$ cat config.mk
export PLATFORM = sky130hd
export DESIGN_NAME = uart_baud_gen_frac
export DESIGN_NICKNAME = d
export VERILOG_FILES = /design/src/rtl/uart_baud_gen_frac_pkg.sv /design/src/rtl/uart_baud_gen_frac_div.sv /design/src/rtl/uart_baud_gen_frac.sv
export SDC_FILE = /design/constraint.sdc
export NUM_CORES = 1
export LEC_CHECK = 0
export BUFFER_PORTS_ARGS = -buffer_cell sky130_fd_sc_hd__buf_2
export CAP_MARGIN = 30
export CORE_MARGIN = 3
export CORE_UTILIZATION = 45
export DETAILED_ROUTE_END_ITERATION = 16
export GPL_ROUTABILITY_DRIVEN = 0
export PLACE_DENSITY = 0.72
export SLEW_MARGIN = 10
export SYNTH_ARGS = -nofsm -noshare
export SYNTH_HDL_FRONTEND = slang
export SYNTH_SLANG_ARGS = --single-unit
$ cat constraint.sdc
create_clock -name clk -period 3.48 [get_ports clk]
set_input_delay 0.348 -clock clk [delete_from_list [all_inputs] [get_ports clk]]
set_output_delay 0.348 -clock clk [all_outputs]
set_load 0.005 [all_outputs]
$ cat src/rtl/uart_baud_gen_frac_pkg.sv
// uart_baud_gen_frac_pkg: standard baud table, table index enum and divisor helper
package uart_baud_gen_frac_pkg;

    typedef enum logic [2:0] {
        BAUD_1200,
        BAUD_2400,
        BAUD_4800,
        BAUD_9600,
        BAUD_19200,
        BAUD_38400,
        BAUD_57600,
        BAUD_115200
    } baud_idx_e;

    localparam longint BAUD_TABLE [8] = '{1200, 2400, 4800, 9600, 19200, 38400, 57600, 115200};

    // Rounded oversample period in 1/2^frac_w cycles, less one whole cycle, so the
    // result reads directly as the packed {div_int, div_frac} pair.
    function automatic longint baud_div(longint clk_hz, longint os, longint baud, int frac_w);
        longint den;
        den = os * baud;
        return ((clk_hz << frac_w) + (den >> 1)) / den - (longint'(1) << frac_w);
    endfunction

endpackage

$ cat src/rtl/uart_baud_gen_frac_div.sv
// uart_baud_gen_frac_div: fractional period divider producing one wrap per oversample period
module uart_baud_gen_frac_div #(
    parameter int DIV_W  = 16,
    parameter int FRAC_W = 4
) (
    input  logic              clk,
    input  logic              rstn,
    input  logic              en,
    input  logic              clr,
    input  logic [DIV_W-1:0]  div_int,
    input  logic [FRAC_W-1:0] div_frac,
    output logic              tick
);

    logic [DIV_W:0]  r_pc;
    logic [FRAC_W-1:0] r_acc;
    logic            r_ext;
    logic [DIV_W:0]  w_term;
    logic [FRAC_W:0] w_sum;

    // One extra bit on the terminal count keeps div_int at full scale plus the carry in range.
    assign w_term = {1'b0, div_int} + {{DIV_W{1'b0}}, r_ext};
    assign w_sum  = {1'b0, r_acc} + {1'b0, div_frac};
    assign tick   = en && !clr && (r_pc == w_term);

    // Period counter; the fractional carry stretches the following period by one cycle.
    always_ff @(posedge clk or negedge rstn) begin
        if (!rstn) begin
            r_pc  <= '0;
            r_acc <= '0;
            r_ext <= 1'b0;
        end else if (!en || clr) begin
            r_pc  <= '0;
            r_acc <= '0;
            r_ext <= 1'b0;
        end else if (tick) begin
            r_pc  <= '0;
            r_acc <= w_sum[FRAC_W-1:0];
            r_ext <= w_sum[FRAC_W];
        end else begin
            r_pc  <= r_pc + (DIV_W+1)'(1);
        end
    end

endmodule

$ cat src/rtl/uart_baud_gen_frac.sv
// uart_baud_gen_frac: programmable fractional baud generator with oversample and bit ticks
module uart_baud_gen_frac
    import uart_baud_gen_frac_pkg::*;
#(
    parameter longint CLK_FREQ   = 50_000_000,
    parameter int     OVERSAMPLE = 16,
    parameter int     DIV_W      = 16,
    parameter int     FRAC_W     = 4,
    parameter int     RESET_SEL  = int'(BAUD_9600)
) (
    input  logic              clk,
    input  logic              rstn,
    input  logic              en,
    input  logic              sync_clr,
    input  logic              cfg_wr,
    input  logic              cfg_mode,
    input  logic [2:0]        cfg_sel,
    input  logic [DIV_W-1:0]  cfg_div_int,
    input  logic [FRAC_W-1:0] cfg_div_frac,
    output logic              tick_os,
    output logic              tick_bit,
    output logic              cfg_pending,
    output logic              active
);

    localparam int CFG_W = DIV_W + FRAC_W;
    localparam int BC_W  = $clog2(OVERSAMPLE);
    localparam logic [CFG_W-1:0] RST_DIV =
        CFG_W'(baud_div(CLK_FREQ, longint'(OVERSAMPLE), BAUD_TABLE[RESET_SEL], FRAC_W));
    localparam logic [BC_W-1:0] BC_LAST = BC_W'(OVERSAMPLE - 1);

    logic [CFG_W-1:0] w_tbl [8];
    logic [CFG_W-1:0] w_dec;
    logic [CFG_W-1:0] r_shadow;
    logic [CFG_W-1:0] r_live;
    logic [BC_W-1:0]  r_bc;
    logic             w_wrap;
    logic             w_apply;
    logic             r_tick_os;
    logic             r_tick_bit;
    logic             r_pending;
    logic             r_active;

    for (genvar g = 0; g < 8; g++) begin : g_tbl
        localparam logic [CFG_W-1:0] C =
            CFG_W'(baud_div(CLK_FREQ, longint'(OVERSAMPLE), BAUD_TABLE[g], FRAC_W));
        assign w_tbl[g] = C;
    end

    // Shadow moves to live only at a period boundary so no period is cut short.
    assign w_dec   = cfg_mode ? {cfg_div_int, cfg_div_frac} : w_tbl[cfg_sel];
    assign w_apply = r_pending && (w_wrap || !en || sync_clr);

    uart_baud_gen_frac_div #(
        .DIV_W (DIV_W),
        .FRAC_W(FRAC_W)
    ) u_div (
        .clk     (clk),
        .rstn    (rstn),
        .en      (en),
        .clr     (sync_clr),
        .div_int (r_live[CFG_W-1:FRAC_W]),
        .div_frac(r_live[FRAC_W-1:0]),
        .tick    (w_wrap)
    );

    // Config shadow/live registers; a write arriving with an apply keeps the new value pending.
    always_ff @(posedge clk or negedge rstn) begin
        if (!rstn) begin
            r_shadow  <= RST_DIV;
            r_live    <= RST_DIV;
            r_pending <= 1'b0;
        end else begin
            if (cfg_wr) r_shadow <= w_dec;
            if (w_apply) r_live <= r_shadow;
            r_pending <= cfg_wr || (r_pending && !w_apply);
        end
    end

    // Bit counter and registered tick outputs.
    always_ff @(posedge clk or negedge rstn) begin
        if (!rstn) begin
            r_bc       <= '0;
            r_tick_os  <= 1'b0;
            r_tick_bit <= 1'b0;
        end else if (!en || sync_clr) begin
            r_bc       <= '0;
            r_tick_os  <= 1'b0;
            r_tick_bit <= 1'b0;
        end else begin
            r_tick_os  <= w_wrap;
            r_tick_bit <= w_wrap && (r_bc == BC_LAST);
            if (w_wrap) r_bc <= (r_bc == BC_LAST) ? '0 : r_bc + BC_W'(1);
        end
    end

    // Running indicator follows en by one cycle.
    always_ff @(posedge clk or negedge rstn) begin
        if (!rstn) r_active <= 1'b0;
        else       r_active <= en;
    end

    assign tick_os     = r_tick_os;
    assign tick_bit    = r_tick_bit;
    assign cfg_pending = r_pending;
    assign active      = r_active;

endmodule

# == Word-level counts from Yosys, hierarchy flattened ==
# Memories as Yosys holds them, arrays and structs flattened.
# Cells that the tools add are included.
# word_totals
word_cells,46
mem_bits_ro,160
memories,1
regBits,70
in_bits,29
out_inout_bits,4
# memory_table
name,depth,width,read_ports,rd_clocked_by_memory_dff,wr,line,text
(name not given),8,20,1,0,0,uart_baud_gen_frac.sv:51,"assign w_dec = cfg_mode ? {cfg_div_int, cfg_div_frac} : w_tbl[cfg_sel];"
# classes
reduce_logical,13
addsub,4
mux,14
eq_ne,2
n_lt_le_gt_ge,1
bitwise_logic,1
# op_table
op,count
$mux 20,3
$mux 17,2
$mux 4,5
$add 16x1->17,1
$add 17x1->17 const B,1
$eq 17x17->1,1
$add 4x4->5,1
$logic_and 1x1->1,5
$add 4x1->4 const B,1
$eq 4x4->1 const B,1
$ge 4x4->1 const B,1
$logic_or 1x1->1,4
$mux 1,4
$not 3->4,1
$logic_not 1->1,3
$reduce_bool 2->1,1

# == Longest topological paths before layout ==
# depth
depth_word,9
mapped_depth,10
ltp_nobuf,9

# == By module ==
# Synthesis repeated with hierarchy kept, for this count alone.
# hier_totals
cells_unflattened,383
area_unflattened_um2,3968.8
# modules_own_cells
mod,area_each_um2,cells_each,instances,seq_area_each_um2
uart_baud_gen_frac,2185.8,188,1,1211.2
uart_baud_gen_frac_div,1783.0,195,1,550.5

# == Worst setup path after synthesis ==
# OpenSTA, ideal clock, no wires.
# synth_path
kind,flip-flop to flip-flop
from,register u_div.r_ext
to,register r_bc[0]
stages_incl_launch_ff,11
setup_time_ns,0.074
setup_slack_ns,0.392
n_path_buf,1
arrival_time_ns,3.014
cell_sequence,dfrtp_1 ha_1 ha_1 inv_2 or4_1 a31o_1 a22o_4 or4_4 buf_6 or4_4 o21ai_2
# synth_between
elab_chain_cells,4
# synth_rtl
element,line,text
start: declaration,uart_baud_gen_frac_div.sv:17,logic r_ext;
start signal: assignment,uart_baud_gen_frac_div.sv:39,r_ext <= w_sum[FRAC_W];
$add 16x1->17,uart_baud_gen_frac_div.sv:22,"assign w_term = {1'b0, div_int} + {{DIV_W{1'b0}}, r_ext};"
$eq 17x17->1,uart_baud_gen_frac_div.sv:24,assign tick = en && !clr && (r_pc == w_term);
$logic_and 1x1->1,uart_baud_gen_frac_div.sv:24,
$reduce_bool 2->1 (no line),-,
end signal: assignment,uart_baud_gen_frac.sv:93,if (w_wrap) r_bc <= (r_bc == BC_LAST) ? '0 : r_bc + BC_W'(1);
end: declaration,uart_baud_gen_frac.sv:36,logic [BC_W-1:0] r_bc;
# Every way passes these cells.
# A chain may end at the register's enable or synchronous reset.

# == Worst setup path after layout ==
# Same ends and word-level chain as after synthesis.

==> summary.md <==
| Metric | Value |
|---|---|
| Global-route wire length before repair | `13,000 um` |
| Setup CP Type | `flop to flop` |
| Placed cell areas | `4090 um^2` |
| Post-CTS setup buffers | `0` |
| Avg WL per Cell | `14.1 um` |
| Largest net degree at the start of global routing | `42` |
| DRT met1 WL | `3670 um` |
| Fin. Hold Viols | `0` |
| Gr usage total | `16.5%` |
| Post-synthesis net count | `419` |
| CTS Buf Count | `9` |
| Yosys warns | `0` |
| CTS tree | `yes` |
| CTS H-tree lvls | `3` |
| Min Hold Slack | `0.0271 ns` |
| CTS Hold Bufs | `0` |
| Worst clock skew | `0.00776 ns` |
| Worst R2R Start | `u_div.r_ext$_DFFE_PN0P_` |
| Syn_area_per_cell | `10.1 um^2` |
| FILL cells | `757` |
| Critical Path RT | `3.76 ns` |
| CP endpoint kind | `flop` |
| Vias per inst | `5.38` |
| Net count, final | `449` |
| Diodes inserted | `0` |
| Layout cells sized above 1 | `21.6%` |
| Max transition margin | `54.8%` |
| Critical path arrival | `3.49 ns` |
| Iteration-0 DRC Markers | `148` |
| CP max FO | `9` |
| Clock latency on the worst-skew pair | `0.34 ns` |
| Initial antenna violation count | `0` |
| RSZ-0062 raised after global routing | `no` |
| Hold Crit Class | `input port to asynchronous set/reset pin` |
| Drt drc | `0` |
| Total number of vias | `2,803` |
| Design Area, Final | `4350 um^2` |
| R2R depth | `9` |
| Critical path depth in cells | `9` |
| Final ANT Viol Nets | `0` |
| Worst VDD drop | `0.228 mV` |
| Synthesized cell area | `3850 um^2` |
| Tcrit/Tclk final | `92.3%` |
| Outcome | `finished clean` |
| Worst setup path endpoint | `r_bc[0]$_DFFE_PN0P_` |
| TritonRoute pass-1 iters | `5` |
| Yosys cell types | `61` |
| Slew Limit Fails | `0` |
| R2r endpoint | `r_bc[0]$_DFFE_PN0P_` |
| Main synth FF type | `dfrtp_1` |
| EDFF count, synth | `0` |
| Met3 wire length | `257 um` |
| Number of global-route vias before repair | `2,727` |
| Chip height | `98.5 um` |
| Reg2reg setup slack | `0.27 ns` |
| Final critical-path required period | `3.21 ns` |
| Worst Setup Start Kind | `flop` |
| LEAKAGE | `1.86 nW` |
| Std cell rows | `33` |
| Initial Util | `46.6%` |
| Final Util | `52.6%` |
| Setup tns final | `0 ns` |
| Final Setup Violations | `0` |
| Crit-path cells | `ha_1 > ha_1 > inv_2 > or4_1 > a31o_1 > a22o_4 > or4_4 > or4_4 > o21ai_2` |
| Max stage delay on crit path | `0.55 ns` |
| Gr ovfl total | `0` |
| Critical path's slowest cell | `or4_4` |
| Worst-Margin Slew | `0.679 ns` |
| CTS sink cnt | `70` |
| Fin worst setup slack | `0.270 ns` |
| Pre-CTS WS | `0.276 ns` |
| WL final | `7340 um` |
| Yosys reg bits | `70` |
| Max Cap Viol | `0` |
| CP Launch Point | `u_div.r_ext$_DFFE_PN0P_` |
| Worst-path clk slew | `0.07 ns` |
| PostCTS Resize Cnt | `0` |
| Met2 WL | `3290 um` |
| Fmax achieved | `0.311 GHz` |
| Async SR Flop Fraction | `100%` |
| Buf/Inv on CP | `1` |
| Hpwl dp | `5320 um` |
| Top-Level Pins | `33` |
| Top sig layer | `met4` |
| Post-synth top area share | `40.3%` |
| Clk Tree Root Cell | `clkbuf_8` |
| Top cells by area, synth | `dfrtp_1 (40%), dfstp_2 (5.5%), xnor2_1 (5.5%), nor2_1 (4.5%), mux2_2 (3.8%)` |
| Area growth from synthesis to layout | `13.0%` |
| Max Buffers Root-to-Sink | `2` |
| Die Area | `9700 um^2` |
| Die outline width | `98.5 um` |
| Core ar. | `8260 um^2` |
| Pwr dens | `479 nW/um^2` |
| CP top delay family | `simple AND/OR/NAND/NOR gates` |
| Yosys top cell by area | `dfrtp_1` |
| I/O Buffers | `32` |
| Sequential share of the synthesized area | `45.8%` |
| Post-synthesis cell count | `381` |
[synth_stat cells (2+ instances only)]
library cell,number
a21o_1,4
nand3b_1,2
nor4_1,3
or4_4,3
mux2i_1,6
mux2_2,13
nand3_1,19
nor2_1,46
and2_1,3
and3_1,4
dfrtp_1,62
a311o_1,2
a21oi_1,26
nand2b_1,3
buf_2,2
nor2b_1,6
nand4_1,5
nor3_1,8
nor3b_1,4
nand4b_1,2
xnor2_1,24
inv_1,14
nor4_2,2
clkbuf_1,10
o31ai_1,3
a211oi_1,3
buf_1,3
mux2_1,10
dfstp_2,8
and4_1,2
nand2_1,20
o21ai_0,12
nand4_2,2
xor2_1,11
ha_1,8
[registers in the layout (all words and copies together) (netlist names)]
register     count
active           1
u_div.r_ext      1
cfg_pending      1
tick_os          1
u_div.r_pc      17
u_div.r_acc      4
r_live          20
tick_bit         1
r_shadow        20
r_bc             4
[metal layers]
| layer | GRT usage (%) | vias up |
|---|---|---|
| met3 | 3.89 | 10 |
| li1 | - | 1411 |
| met2 | 24.5 | 50 |
| met5 | 0 | - |
| met4 | 6.41 | 0 |
| met1 | 23.6 | 1332 |
[cell families after synthesis]
| logic type | synth area share (%) |
|---|---|
| DFF | 45.8 |
| adders and majority gates | 3.12 |
| buffers and inverters | 3.48 |
| xor gates and xnor gates | 7.97 |
| muxes | 8.29 |
| AOI/OAI and AO/OA | 12.7 |
| and+or+nand+nor | 18.6 |
[worst min-delay path by stage]
stage	endpoint	depth (start not counted)
floorplan	active$_DFF_PN0_	0
global placement	active$_DFF_PN0_	1
detailed placement	active$_DFF_PN0_	1
CTS	active$_DFF_PN0_	1
global route	tick_bit$_DFF_PN0_	1
finish	active$_DFF_PN0_	1
[through the flow]
| step | power, mW | cells |
|---|---|---|
| 2_1_floorplan | 1.19 | 381 |
| 3_3_place_gp | 1.27 | 505 |
| 3_5_place_dp | 1.28 | 505 |
| 4_1_cts | 2.11 | 521 |
| 5_1_grt | 2.20 | 521 |
| 6_report | 2.08 | 521 |
[placed cells by master, fill, tap and decap left out, types with 5 or more instances in the layout]
cell type	Yosys	layout
dfrtp_1	62	62
nor3_1	8	8
ha_1	8	8
nor2_1	46	46
nand2_1	20	20
mux2i_1	6	6
buf_2	2	32
xnor2_1	24	24
o21ai_0	12	12
mux2_2	13	13
nor2b_1	6	6
nand3_1	19	19
a21oi_1	26	26
clkbuf_8	0	11
nand4_1	5	5
inv_1	14	14
mux2_1	10	10
xor2_1	11	11
dfstp_2	8	8
[where the power goes]
group	total (mW)	leakage [nW]	switching [mW]	internal [mW]
clock	0.818	0.130	0.301	0.516
combinational	0.289	0.848	0.149	0.140
sequential	0.977	0.886	0.0812	0.896
[area by class of cell]
class / count / area (um^2) / share of cell area (%)
multi-input cells: 279 / 1950 / 44.9
flip-flops and latches: 70 / 1760 / 40.5
repair buffers: 36 / 190 / 4.38
clock buffers: 11 / 151 / 3.48
well taps: 105 / 131 / 3.02
clock inverters: 5 / 104 / 2.39
inverters: 15 / 56.3 / 1.30
(Power assumes the default switching activity.)
